## config.mk

```make
export PLATFORM = sky130hd
export DESIGN_NAME = load_store_unit
export DESIGN_NICKNAME = d
export VERILOG_FILES = /design/src/rtl/lsu_pkg.sv /design/src/rtl/lsu_lane_align.sv /design/src/rtl/load_store_unit.sv
export SDC_FILE = /design/constraint.sdc
export NUM_CORES = 1
export LEC_CHECK = 0
export ABC_AREA = 1
export BUFFER_PORTS_ARGS = -buffer_cell sky130_fd_sc_hd__clkbuf_2
export CAP_MARGIN = 30
export CORE_MARGIN = 2
export CORE_UTILIZATION = 49
export DETAILED_ROUTE_END_ITERATION = 7
export GPL_TIMING_DRIVEN = 0
export PLACE_DENSITY = 0.82
export SETUP_SLACK_MARGIN = 0.4
export SLEW_MARGIN = 20
export SYNTH_ARGS = -nofsm -noshare
export SYNTH_HDL_FRONTEND = slang
export SYNTH_SLANG_ARGS = --single-unit
```

## constraint.sdc

```tcl
create_clock -name clk -period 2 [get_ports clk]
set_input_delay 0.3 -clock clk [delete_from_list [all_inputs] [get_ports clk]]
set_output_delay 0.3 -clock clk [all_outputs]
set_load 0.005 [all_outputs]
```

## src/rtl/lsu_pkg.sv

```systemverilog
// Shared types for the load/store unit: access sizes, FSM states and the alignment rule.
package lsu_pkg;

  typedef enum logic [1:0] {
    SZ_B   = 2'b00,
    SZ_H   = 2'b01,
    SZ_W   = 2'b10,
    SZ_BAD = 2'b11
  } mem_size_e;

  typedef enum logic [1:0] {
    IDLE   = 2'd0,
    ACCESS = 2'd1,
    RESP   = 2'd2
  } lsu_state_e;

  // Illegal size is folded in here so the FSM has a single error test at accept time.
  function automatic logic misaligned(input logic [1:0] addr_lo, input mem_size_e size);
    case (size)
      SZ_B:    return 1'b0;
      SZ_H:    return addr_lo[0];
      SZ_W:    return addr_lo != 2'b00;
      default: return 1'b1;
    endcase
  endfunction

endpackage

```

## src/rtl/lsu_lane_align.sv

```systemverilog
// Combinational lane steering: store byte enables / data replication, load extract and extend.
// No state, zero latency; the store side and the load side are independent paths.
module lsu_lane_align
  import lsu_pkg::*;
(
  input  logic [1:0]  st_off_i,
  input  mem_size_e   st_size_i,
  input  logic [31:0] st_wdata_i,
  output logic [3:0]  st_be_o,
  output logic [31:0] st_wdata_o,
  input  logic [1:0]  ld_off_i,
  input  mem_size_e   ld_size_i,
  input  logic        ld_unsigned_i,
  input  logic [31:0] ld_rdata_i,
  output logic [31:0] ld_data_o
);

  logic [7:0]  byte_sh;
  logic [15:0] half_sh;

  always_comb begin
    st_be_o    = 4'b0000;
    st_wdata_o = st_wdata_i;
    case (st_size_i)
      SZ_B: begin
        st_be_o    = 4'b0001 << st_off_i;
        st_wdata_o = {4{st_wdata_i[7:0]}};
      end
      SZ_H: begin
        st_be_o    = st_off_i[1] ? 4'b1100 : 4'b0011;
        st_wdata_o = {2{st_wdata_i[15:0]}};
      end
      SZ_W:    st_be_o = 4'b1111;
      default: st_be_o = 4'b0000;
    endcase
  end

  always_comb begin
    byte_sh   = 8'(ld_rdata_i >> {ld_off_i, 3'b000});
    half_sh   = 16'(ld_rdata_i >> {ld_off_i[1], 4'b0000});
    ld_data_o = '0;
    case (ld_size_i)
      SZ_B:    ld_data_o = {{24{~ld_unsigned_i & byte_sh[7]}}, byte_sh};
      SZ_H:    ld_data_o = {{16{~ld_unsigned_i & half_sh[15]}}, half_sh};
      SZ_W:    ld_data_o = ld_rdata_i;
      default: ld_data_o = '0;
    endcase
  end

endmodule

```

## src/rtl/load_store_unit.sv

```systemverilog
// Memory stage: one byte/half/word access per request over a req/ack port, one-cycle response pulse.
// Latency: rsp 1 cycle after an ack (2 after accept minimum), MAX_WAIT cycles for timeout; req_ready low while busy.
module load_store_unit
  import lsu_pkg::*;
#(
  parameter int ADDR_WIDTH = 32,
  parameter int MAX_WAIT   = 16
) (
  input  logic                  clk,
  input  logic                  rst_n,
  input  logic                  req_valid,
  output logic                  req_ready,
  input  logic [ADDR_WIDTH-1:0] req_addr,
  input  logic [31:0]           req_wdata,
  input  logic                  req_we,
  input  logic [1:0]            req_size,
  input  logic                  req_unsigned,
  output logic                  rsp_valid,
  output logic [31:0]           rsp_rdata,
  output logic                  rsp_err,
  output logic                  mem_req,
  output logic                  mem_we,
  output logic [ADDR_WIDTH-1:0] mem_addr,
  output logic [31:0]           mem_wdata,
  output logic [3:0]            mem_be,
  input  logic                  mem_ack,
  input  logic [31:0]           mem_rdata
);

  localparam int TW = $clog2(MAX_WAIT + 1);

  lsu_state_e            state_q;
  logic [TW-1:0]         timer_q;
  logic [1:0]            off_q;
  mem_size_e             size_q;
  logic                  unsigned_q;
  logic                  mem_req_q;
  logic                  mem_we_q;
  logic [ADDR_WIDTH-1:0] mem_addr_q;
  logic [31:0]           mem_wdata_q;
  logic [3:0]            mem_be_q;
  logic                  rsp_valid_q;
  logic [31:0]           rsp_rdata_q;
  logic                  rsp_err_q;

  mem_size_e   size_d;
  logic        bad_d;
  logic        timeout_d;
  logic [3:0]  be_d;
  logic [31:0] wdata_d;
  logic [31:0] ld_data_d;

  assign size_d    = mem_size_e'(req_size);
  assign bad_d     = misaligned(req_addr[1:0], size_d);
  assign timeout_d = (timer_q == TW'(MAX_WAIT - 1));

  lsu_lane_align u_align (
    .st_off_i      (req_addr[1:0]),
    .st_size_i     (size_d),
    .st_wdata_i    (req_wdata),
    .st_be_o       (be_d),
    .st_wdata_o    (wdata_d),
    .ld_off_i      (off_q),
    .ld_size_i     (size_q),
    .ld_unsigned_i (unsigned_q),
    .ld_rdata_i    (mem_rdata),
    .ld_data_o     (ld_data_d)
  );

  always_ff @(posedge clk or negedge rst_n) begin
    if (!rst_n) begin
      state_q     <= IDLE;
      timer_q     <= '0;
      off_q       <= 2'b00;
      size_q      <= SZ_B;
      unsigned_q  <= 1'b0;
      mem_req_q   <= 1'b0;
      mem_we_q    <= 1'b0;
      mem_addr_q  <= '0;
      mem_wdata_q <= '0;
      mem_be_q    <= 4'b0000;
      rsp_valid_q <= 1'b0;
      rsp_rdata_q <= '0;
      rsp_err_q   <= 1'b0;
    end else begin
      case (state_q)
        IDLE: begin
          if (req_valid) begin
            off_q       <= req_addr[1:0];
            size_q      <= size_d;
            unsigned_q  <= req_unsigned;
            mem_we_q    <= req_we;
            mem_addr_q  <= {req_addr[ADDR_WIDTH-1:2], 2'b00};
            mem_wdata_q <= wdata_d;
            mem_be_q    <= be_d;
            timer_q     <= '0;
            if (bad_d) begin
              state_q     <= RESP;
              rsp_valid_q <= 1'b1;
              rsp_err_q   <= 1'b1;
              rsp_rdata_q <= '0;
            end else begin
              state_q   <= ACCESS;
              mem_req_q <= 1'b1;
            end
          end
        end
        ACCESS: begin
          // An ack on the final wait cycle still completes the access cleanly.
          if (mem_ack) begin
            state_q     <= RESP;
            mem_req_q   <= 1'b0;
            rsp_valid_q <= 1'b1;
            rsp_err_q   <= 1'b0;
            rsp_rdata_q <= mem_we_q ? 32'h0 : ld_data_d;
          end else if (timeout_d) begin
            state_q     <= RESP;
            mem_req_q   <= 1'b0;
            rsp_valid_q <= 1'b1;
            rsp_err_q   <= 1'b1;
            rsp_rdata_q <= '0;
          end else begin
            timer_q <= timer_q + 1'b1;
          end
        end
        RESP: begin
          state_q     <= IDLE;
          rsp_valid_q <= 1'b0;
          rsp_err_q   <= 1'b0;
          rsp_rdata_q <= '0;
        end
        default: state_q <= IDLE;
      endcase
    end
  end

  assign req_ready = (state_q == IDLE);
  assign rsp_valid = rsp_valid_q;
  assign rsp_rdata = rsp_rdata_q;
  assign rsp_err   = rsp_err_q;
  assign mem_req   = mem_req_q;
  assign mem_we    = mem_we_q;
  assign mem_addr  = mem_addr_q;
  assign mem_wdata = mem_wdata_q;
  assign mem_be    = mem_be_q;

endmodule

```

==> impl_metrics.json, run 1 <==
{
  "netlist_instances": 739,
  "slew_headroom": 0.5029,
  "setup_slack_ns": 0.2388,
  "yosys-top-cells-count": "414 x nand2_1, 114 x dfrtp_1, 32 x inv_1",
  "synth.area.top_cells": "dfrtp_1 52%, nand2_1 28%, a21oi_1 2.5%",
  "rows": 38,
  "core_area_mm2": 0.01089,
  "overflow": 0,
  "power_density_mw_per_mm2": 1456,
  "die_w_um": 109.9,
  "die_height_um": 109.9,
  "nets": 1120,
  "period_needed_ns": 1.761,
  "cts_buffers": 17,
  "dieArea_mm2": 0.01207,
  "clock_sinks": 114,
  "antenna_cells": 0,
  "ant_nets": 0,
  "synth_top_area_frac": 0.5194,
  "max_cap_violations": 0,
  "whs_ns": 0.01295,
  "clock-skew-final_ns": 0.009380,
  "clk_path_buf_depth": 2,
  "synth-edff-count": 0,
  "ir_worst_vdd_uv": 787.3,
  "hold_path_class": "input port to flip-flop",
  "ys_async_sr_fraction": 1.000,
  "dp_slack_ns": 0.1380,
  "ys_seq_area_frac": 0.5194,
  "hpwl_um": 11860,
  "path_class": "flip-flop to flip-flop",
  "slew_viol_final": 0,
  "insertion_delay_ns": 0.51,
  "fmax_mhz": 567.8,
  "finalHoldViolCount": 0,
  "setup_viol": 0,
  "status": "complete, no violations",
  "critPathRequiredTime_ns": 2.39,
  "vias": 5931,
  "avgRoutedWirePerCell_um": 15.31,
  "synthFlopType": "dfrtp_1",
  "worst_slew_pin_slew_ns": 0.7430,
  "cp_max_fo": 6,
  "post-route-util": 0.7311,
  "crit_path_end_kind": "flip-flop",
  "wl_um": 17850,
  "clock-root-buffer": "clkbuf_8",
  "crit_path_start_kind": "flip-flop",
  "numPortBuffers": 206,
  "p_leak_nw": 4.697,
  "antenna_found_initial": 0,
  "cts_tree": "done",
  "area_growth_pct": 44.92,
  "rsz0062_at_grt": "yes",
  "crit_arrival_ns": 2.15,
  "drtPass1Iterations": 5,
  "period_share": 0.8806,
  "synthDistinctLibCells": 28,
  "routed_via_density": 5.087,
  "io_pins": 209,
  "grt_max_degree": 74,
  "drtIter0Drc": 357,
  "place.gp.congestion": 0.9152,
  "yosys_warnings": 0,
  "synth_area_mm2": 0.005493,
  "place_area_mm2": 0.006760,
  "drive_gt1_frac": 0.3285,
  "grtUsageTotal": 0.3063,
  "grt_pass1_wl_um": 28060,
  "synth_top_area_cell": "dfrtp_1",
  "ys_ff_latch": 114,
  "grt_pass1_vias": 5865,
  "ctsHtreeMaxLevel": 4,
  "initial_utilization": 0.5045,
  "drc": 0,
  "synth.avg_cell_area_um2": 7.433,
  "finalInstanceArea_mm2": 0.007960,
  "clkTransAtPathRegs_ns": 0.06,
  "yosysMostFrequentCell": "nand2_1"
}
-- path summary, 6_finish.rpt --
path	endpoint	start	slack [ns]	depth (start not counted)
worst max-delay path	rsp_rdata[12]	timer_q[1]	0.24	12
worst min-delay path	mem_we	req_we	0.01	3
worst max register to register	rsp_rdata[12]	timer_q[1]	0.24	12
worst min register to register	mem_addr[25]	mem_addr[25]	0.48	2
max in group asynchronous	mem_wdata[19]	rst_n	1.05	3
min in group asynchronous	rsp_rdata[2]	rst_n	0.27	2
-- kinds of logic (layout without fill, tap and decap cells) --
kind of cell	after synthesis	in the layout	share of synthesized area
and+or+nand+nor	470	471	0.3394
DFF	114	114	0.5194
AOI/OAI and AO/OA	78	78	0.07426
buffers and inverters	74	359	0.06173
adders and majority gates	2	2	0.004555
other	1	2	0.0006827
-- per-layer routing --
| layer | track usage | up-vias | wire length, um |
|---|---|---|---|
| li1 | - | 2836 | - |
| met1 | 0.3807 | 2737 | 7018 |
| met2 | 0.5000 | 309 | 8610 |
| met3 | 0.09840 | 49 | 1705 |
| met4 | 0.1112 | 0 | 510 |
| met5 | 0 | - | 0 |
-- placed cells by master (no fill, tap or decap), drive strengths merged --
| cell | instances |
|---|---|
| conb | 2 |
| buf | 38 |
| a21oi | 27 |
| a21o | 2 |
| o21ai | 46 |
| clkbuf | 231 |
| clkinv | 6 |
| nand3 | 22 |
| ha | 2 |
| o211ai | 1 |
| a41oi | 1 |
| dfrtp | 114 |
| bufinv | 3 |
| nand3b | 1 |
| nor2 | 25 |
| nor3b | 1 |
| nand2 | 419 |
| inv | 42 |
| nor3 | 2 |
| clkinvlp | 2 |
| or2 | 1 |
| dlygate4sd3 | 37 |
| a22oi | 1 |
-- worst max-delay path: stages (launching register included) --
cell	delay, ns
dfrtp_1	0.37
ha_2	0.19
nand2_2	0.06
nor2_2	0.11
ha_2	0.18
nor2_2	0.04
nand2_2	0.07
o21ai_4	0.07
nor2_4	0.11
nand2_4	0.13
buf_8	0.21
nand2_2	0.05
nand2_1	0.05
-- metrics by stage --
step | std cells | TNS (ns) | power (mW)
after detailed placement | 1087 | 0 | 7.945
after CTS | 1163 | 0 | 11.31
after global placement | 1086 | -115.49 | 7.839
after global routing | 1166 | 0 | 12.42
final | 1166 | 0 | 11.59
after floorplan | 740 | 0 | 6.229
-- report_power, final --
group | switching [mW] | internal, mW | total, mW
logic | 2.82 | 1.93 | 4.75
registers | 0.601 | 3.18 | 3.78
clock network | 1.15 | 1.91 | 3.06
-- cell type report --
class / instances / area [um^2]
plain buffers: 35 / 217.7
fillers: 810 / 2928
flip-flops and latches: 114 / 2854
multi-input cells: 553 / 2449
clock buffers: 17 / 414.1
clock inverters: 14 / 180.2
inverters: 39 / 146.4
repair buffers: 254 / 1524
well taps: 140 / 175.2
-- flip-flops by register name, indices dropped and copies added, names as in the netlist --
| name | count |
|---|---|
| mem_we | 1 |
| mem_req | 1 |
| unsigned_q | 1 |
| state_q | 2 |
| off_q | 2 |
| rsp_err | 1 |
| mem_addr | 30 |
| mem_be | 4 |
| mem_wdata | 32 |
| size_q | 2 |
| rsp_rdata | 32 |
| timer_q | 5 |
| rsp_valid | 1 |
-- timing repair --
item,CTS,global route
hold endpoints to repair,77,0
setup endpoints to repair,45,80
hold buffers,37,0
pin swaps,1,22
resized for setup,10,46
cloned,4,0
buffers inserted,4,3
(Power assumes the default switching activity.)
==> run 2, diff against run 1 <==
Settings changed: CORE_UTILIZATION 49 to 45, PLACE_DENSITY 0.82 to 0.76.
==> run 2 against run 1 <==
  * Worst setup slack worse by 0.015 ns
  * Design area fell by 4.3%
  * Register-to-register slack hardly changed
  * Sequential share of layout area rose by 1.6 points
  * Maximum frequency fell by 0.84%
  * Count of clock-buffer cells in the layout up 4
  * Via count is 5.4% lower
  * Utilization decreased by 9.4 points
  * Routed wire length down 8.2%
  * Largest cell class unchanged
==> impl_metrics.json, run 2 (same netlist as run 1, synthesis figures left out) <==
{
  "area_growth_pct": 38.72,
  "io_pins": 209,
  "worst_slew_pin_slew_ns": 0.7132,
  "overflow": 0,
  "pwr-share-comb": 0.391,
  "dp_slack_ns": 0.1421,
  "crit_path_start_kind": "flip-flop",
  "critPathRequiredTime_ns": 2.30,
  "finalHoldViolCount": 0,
  "max_stage_delay_ns": 0.35,
  "drc": 0,
  "avgRoutedWirePerCell_um": 14.43,
  "post-route-util": 0.6370,
  "fin_cells": 1135,
  "wl_um": 16380,
  "drtPass1Iterations": 5,
  "grt_pass1_wl_um": 25930,
  "place_area_mm2": 0.006769,
  "cp_max_fo": 6,
  "grt_pass1_vias": 5336,
  "p_leak_nw": 4.545,
  "cp_cell_sequence": "ha_2 -> nand2_2 -> nor2_2 -> ha_2 -> nor2_2 -> nand2_2 -> o21ai_4 -> nor2_4 -> nand2_4 -> buf_6 -> nand2_2 -> nand2_1",
  "grtUsageTotal": 0.2576,
  "pwr-share-clk": 0.284,
  "crit_arrival_ns": 2.07,
  "cts_buffers": 17,
  "clock-root-buffer": "clkbuf_16",
  "clkTransAtPathRegs_ns": 0.05,
  "grt_max_degree": 88,
  "path_class": "flip-flop to flip-flop",
  "regToRegSetupSlack_ns": 0.22,
  "crit_path_end_kind": "flip-flop",
  "switching_power_mw": 4.323,
  "drive_gt1_frac": 0.3330,
  "setup_viol": 0,
  "max_cap_violations": 0,
  "ir_worst_vdd_uv": 926.1,
  "slowest_stage": "dfrtp_1",
  "ant_nets": 0,
  "cts_tree": "done",
  "slew_headroom": 0.5228,
  "routed_via_density": 4.944,
  "rsz0062_at_grt": "yes",
  "crit_top_cell": "nand2_2",
  "clock_sinks": 114,
  "hold_path_class": "input port to flip-flop",
  "core_area_mm2": 0.01196,
  "clock-skew-final_ns": 0.006857,
  "fmax_mhz": 563.0,
  "die_w_um": 114.5,
  "drtIter0Drc": 347,
  "rows": 40,
  "switching_share": 0.3724,
  "vias": 5612,
  "crit_buf_inv": 1,
  "period_needed_ns": 1.776,
  "slew_viol_final": 0,
  "layout_common_cells": "383 x nand2_1, 205 x clkbuf_2, 113 x dfrtp_1",
  "cp_top_family": "simple AND/OR/NAND/NOR gates",
  "antenna_cells": 0,
  "dieArea_mm2": 0.01311,
  "status": "complete, no violations",
  "initial_utilization": 0.4592,
  "period_share": 0.8881,
  "ctsHtreeMaxLevel": 4,
  "insertion_delay_ns": 0.41,
  "hpwl_um": 11790,
  "setup_slack_ns": 0.2239,
  "clk_path_buf_depth": 2,
  "die_height_um": 114.5,
  "p_seq_frac": 0.325,
  "power.internal_mw": 7.286,
  "place.gp.congestion": 0.9108,
  "power.total_mw": 11.61,
  "antenna_found_initial": 0,
  "place_inst": 1094,
  "power_density_mw_per_mm2": 1524,
  "finalInstanceArea_mm2": 0.007620,
  "final_common_cell": "nand2_1",
  "numPortBuffers": 206,
  "nets": 1082
}
run 2: power groups by stage:
stage | combinational, mW | clock (mW) | sequential (mW)
finish | 4.54 | 3.30 | 3.77
global route | 5.16 | 3.48 | 3.86
CTS | 4.43 | 3.33 | 3.73
detailed placement | 4.21 | 0 | 3.73
global placement | 4.13 | 0 | 3.74
floorplan | 2.48 | 0 | 3.74
run 2: area by class of cell:
type / count / area [um^2]
timing repair buffer: 216 / 1149
clock buffer: 21 / 460.4
fill: 1060 / 4342
tap: 147 / 183.9
buffer: 35 / 216.5
sequential: 114 / 2854
multi-input combinational: 553 / 2429
inverter: 39 / 146.4
clock inverter: 10 / 181.4
run 2: worst min-delay path, delay by kind of cell:
| kind | cells | cell delay (ns) |
|---|---|---|
| AND/OR/NAND/NOR | 2 | 0.08 |
| buffers and inverters | 1 | 0.07 |
run 2: worst paths after layout:
check / cells past startpoint / start / endpoint
max: 12 / timer_q[1] / rsp_rdata[20]
min reg2reg: 2 / rsp_rdata[5] / rsp_rdata[5]
min: 3 / req_addr[11] / mem_addr[11]
max in group asynchronous: 3 / rst_n / mem_wdata[2]
min in group asynchronous: 2 / rst_n / rsp_rdata[3]
max reg2reg: 12 / timer_q[1] / rsp_rdata[20]
run 2: per-layer routing:
| layer | track usage | vias up | part of all wire |
|---|---|---|---|
| li1 | - | 2759 | - |
| met5 | 0 | - | 0 |
| met3 | 0.09635 | 33 | 0.088 |
| met2 | 0.4051 | 239 | 0.47 |
| met4 | 0.1008 | 0 | 0.023 |
| met1 | 0.3230 | 2581 | 0.42 |
run 2: timing repair:
action | CTS | global route
endpoints found under the hold margin | 27 | 0
hold buffers | 1 | 0
resized for setup | 9 | 40
setup buffers | 4 | 1
endpoints found under the setup margin | 44 | 55
gates cloned | 4 | 0
pin swaps | 1 | 25
run 2: metrics by stage:
| stage | setup TNS [ns] | hold WS (ns) |
|---|---|---|
| 2_1_floorplan | 0 | 0.004409 |
| 3_3_place_gp | -118.95 | 0.4564 |
| 3_5_place_dp | 0 | 0.1955 |
| 4_1_cts | 0 | 0.06431 |
| 5_1_grt | 0 | 0.06988 |
| 6_report | 0 | 0.07425 |
==> run 3, diff against run 2 <==
==> constraint.sdc (replaced) <==
create_clock -name clk -period 2 [get_ports clk]
set_input_delay 0.1 -clock clk [delete_from_list [all_inputs] [get_ports clk]]
set_output_delay 0.1 -clock clk [all_outputs]
set_load 0.005 [all_outputs]
==> run 3 against run 2 <==
  * Combinational power up 5.9%
  * First-iteration DRC count is 34% higher
  * Critical path type unchanged
  * Routed wire length up 17%
  * Clock power about the same
  * Sequential power up 1%
  * Sequential share of layout area fell by 3.0 points
==> impl_metrics.json, run 3 (same netlist as run 1, synthesis figures left out) <==
{
  "clock-skew-final_ns": 0.01178,
  "ctsHtreeMaxLevel": 4,
  "dp_slack_ns": 0.1421,
  "whs_ns": 0.02268,
  "max_cap_violations": 0,
  "die_height_um": 114.5,
  "clk_path_buf_depth": 2,
  "crit_path_start_kind": "flip-flop",
  "area_growth_pct": 50.75,
  "numPortBuffers": 206,
  "core_area_mm2": 0.01196,
  "finalInstanceArea_mm2": 0.008280,
  "nets": 1147,
  "crit_arrival_ns": 2.07,
  "avgRoutedWirePerCell_um": 15.97,
  "grt_pass1_vias": 6013,
  "period_needed_ns": 1.774,
  "reg2reg_depth": 12,
  "ant_nets": 0,
  "clock-root-buffer": "clkbuf_16",
  "setup_slack_ns": 0.2262,
  "rsz0062_at_grt": "yes",
  "clock_sinks": 114,
  "drtPass1Iterations": 5,
  "grtUsageTotal": 0.2963,
  "cts_buffers": 17,
  "slew_viol_final": 0,
  "cts_tree": "done",
  "ir_worst_vdd_uv": 821.8,
  "p_leak_nw": 4.819,
  "hpwl_um": 11790,
  "whs_path_depth": 3,
  "overflow": 0,
  "initial_utilization": 0.4592,
  "routed_via_density": 5.168,
  "power.total_mw": 11.94,
  "fmax_mhz": 563.7,
  "die_w_um": 114.5,
  "status": "complete, no violations",
  "period_share": 0.8869,
  "drtIter0Drc": 466,
  "setup_viol": 0,
  "worst_slew_pin_slew_ns": 0.6677,
  "vias": 6207,
  "crit_path_end_kind": "flip-flop",
  "antenna_found_initial": 0,
  "layout_common_cells": "383 x nand2_1, 205 x clkbuf_2, 113 x dfrtp_1",
  "dieArea_mm2": 0.01311,
  "wl_um": 19170,
  "place_area_mm2": 0.006769,
  "clkTransAtPathRegs_ns": 0.05,
  "final_common_cell": "nand2_1",
  "drc": 0,
  "insertion_delay_ns": 0.42,
  "path_class": "flip-flop to flip-flop",
  "drive_gt1_frac": 0.3134,
  "place.gp.congestion": 0.9108,
  "critPathRequiredTime_ns": 2.29,
  "finalHoldViolCount": 0,
  "grt_max_degree": 88,
  "grt_pass1_wl_um": 29650,
  "power_density_mw_per_mm2": 1442,
  "io_pins": 209,
  "post-route-util": 0.6923,
  "cp_max_fo": 6,
  "slew_headroom": 0.5529,
  "rows": 40,
  "hold_path_class": "input port to flip-flop"
}
[run 3: cell types whose count changed in the layout (fill, tap and decap cells not counted)]
cell / change
clkbuf_4: +1
nor2_1: -1
diode_2: +1
nor2_2: +1
buf_2: -2
buf_4: +1
dlygate4sd3_1: +65
[run 3: layer usage]
layer  global-route usage  share of wire
met1               0.3501           0.39
met2               0.4773           0.48
met3              0.09846          0.086
met4               0.1618          0.046
met5                    0              0
[run 3: report_power, final]
| part | total (mW) | internal [mW] | switching [mW] | leakage, nW |
|---|---|---|---|---|
| logic | 4.81 | 1.94 | 2.87 | 3.04 |
| registers | 3.81 | 3.18 | 0.632 | 1.46 |
| clock network | 3.32 | 2.26 | 1.05 | 0.313 |
| total | 11.9 | 7.38 | 4.56 | 4.82 |
[run 3: worst paths after layout]
check                              from             to  slack, ns
max in group asynchronous         rst_n  mem_wdata[23]       1.18
min in group asynchronous         rst_n   rsp_rdata[3]       0.13
setup / recovery             timer_q[0]  rsp_rdata[20]       0.23
hold / removal              req_addr[1]       off_q[1]       0.02
hold reg to reg            rsp_rdata[5]   rsp_rdata[5]       0.47
setup reg to reg             timer_q[0]  rsp_rdata[20]       0.23
[run 3: final cells by class]
class	instances	area, um^2
Antenna cell	1	2.502
Multi-Input combinational cell	553	2431
Fill cell	897	3681
Clock buffer	21	460.4
Tap cell	147	183.9
Sequential cell	114	2854
Buffer	35	221.5
Clock inverter	10	181.4
Inverter	39	146.4
Timing Repair Buffer	281	1799
[run 3: critical path, cell delays in order, from the launching register on]
cell and delay [ns]:
dfrtp_1 0.35, ha_2 0.20, nand2_2 0.07, nor2_2 0.11
ha_2 0.18, nor2_2 0.04, nand2_2 0.08, o21ai_4 0.08
nor2_4 0.12, nand2_4 0.13, buf_6 0.20, nand2_2 0.05
nand2_1 0.06
[run 3: metrics by stage]
stage | cells | TNS, ns
CTS | 1199 | 0
global route | 1200 | 0
detailed placement | 1094 | 0
global placement | 1093 | -96.15
finish | 1201 | 0
floorplan | 740 | 0
[run 3: repair_timing]
| item | CTS | global route |
|---|---|---|
| setup endpoints to repair | 44 | 59 |
| cloned | 4 | 0 |
| pin swaps | 1 | 25 |
| endpoints found under the hold margin | 179 | 0 |
| hold buffers | 66 | 0 |
| buffers inserted | 4 | 1 |
| resized for setup | 9 | 44 |
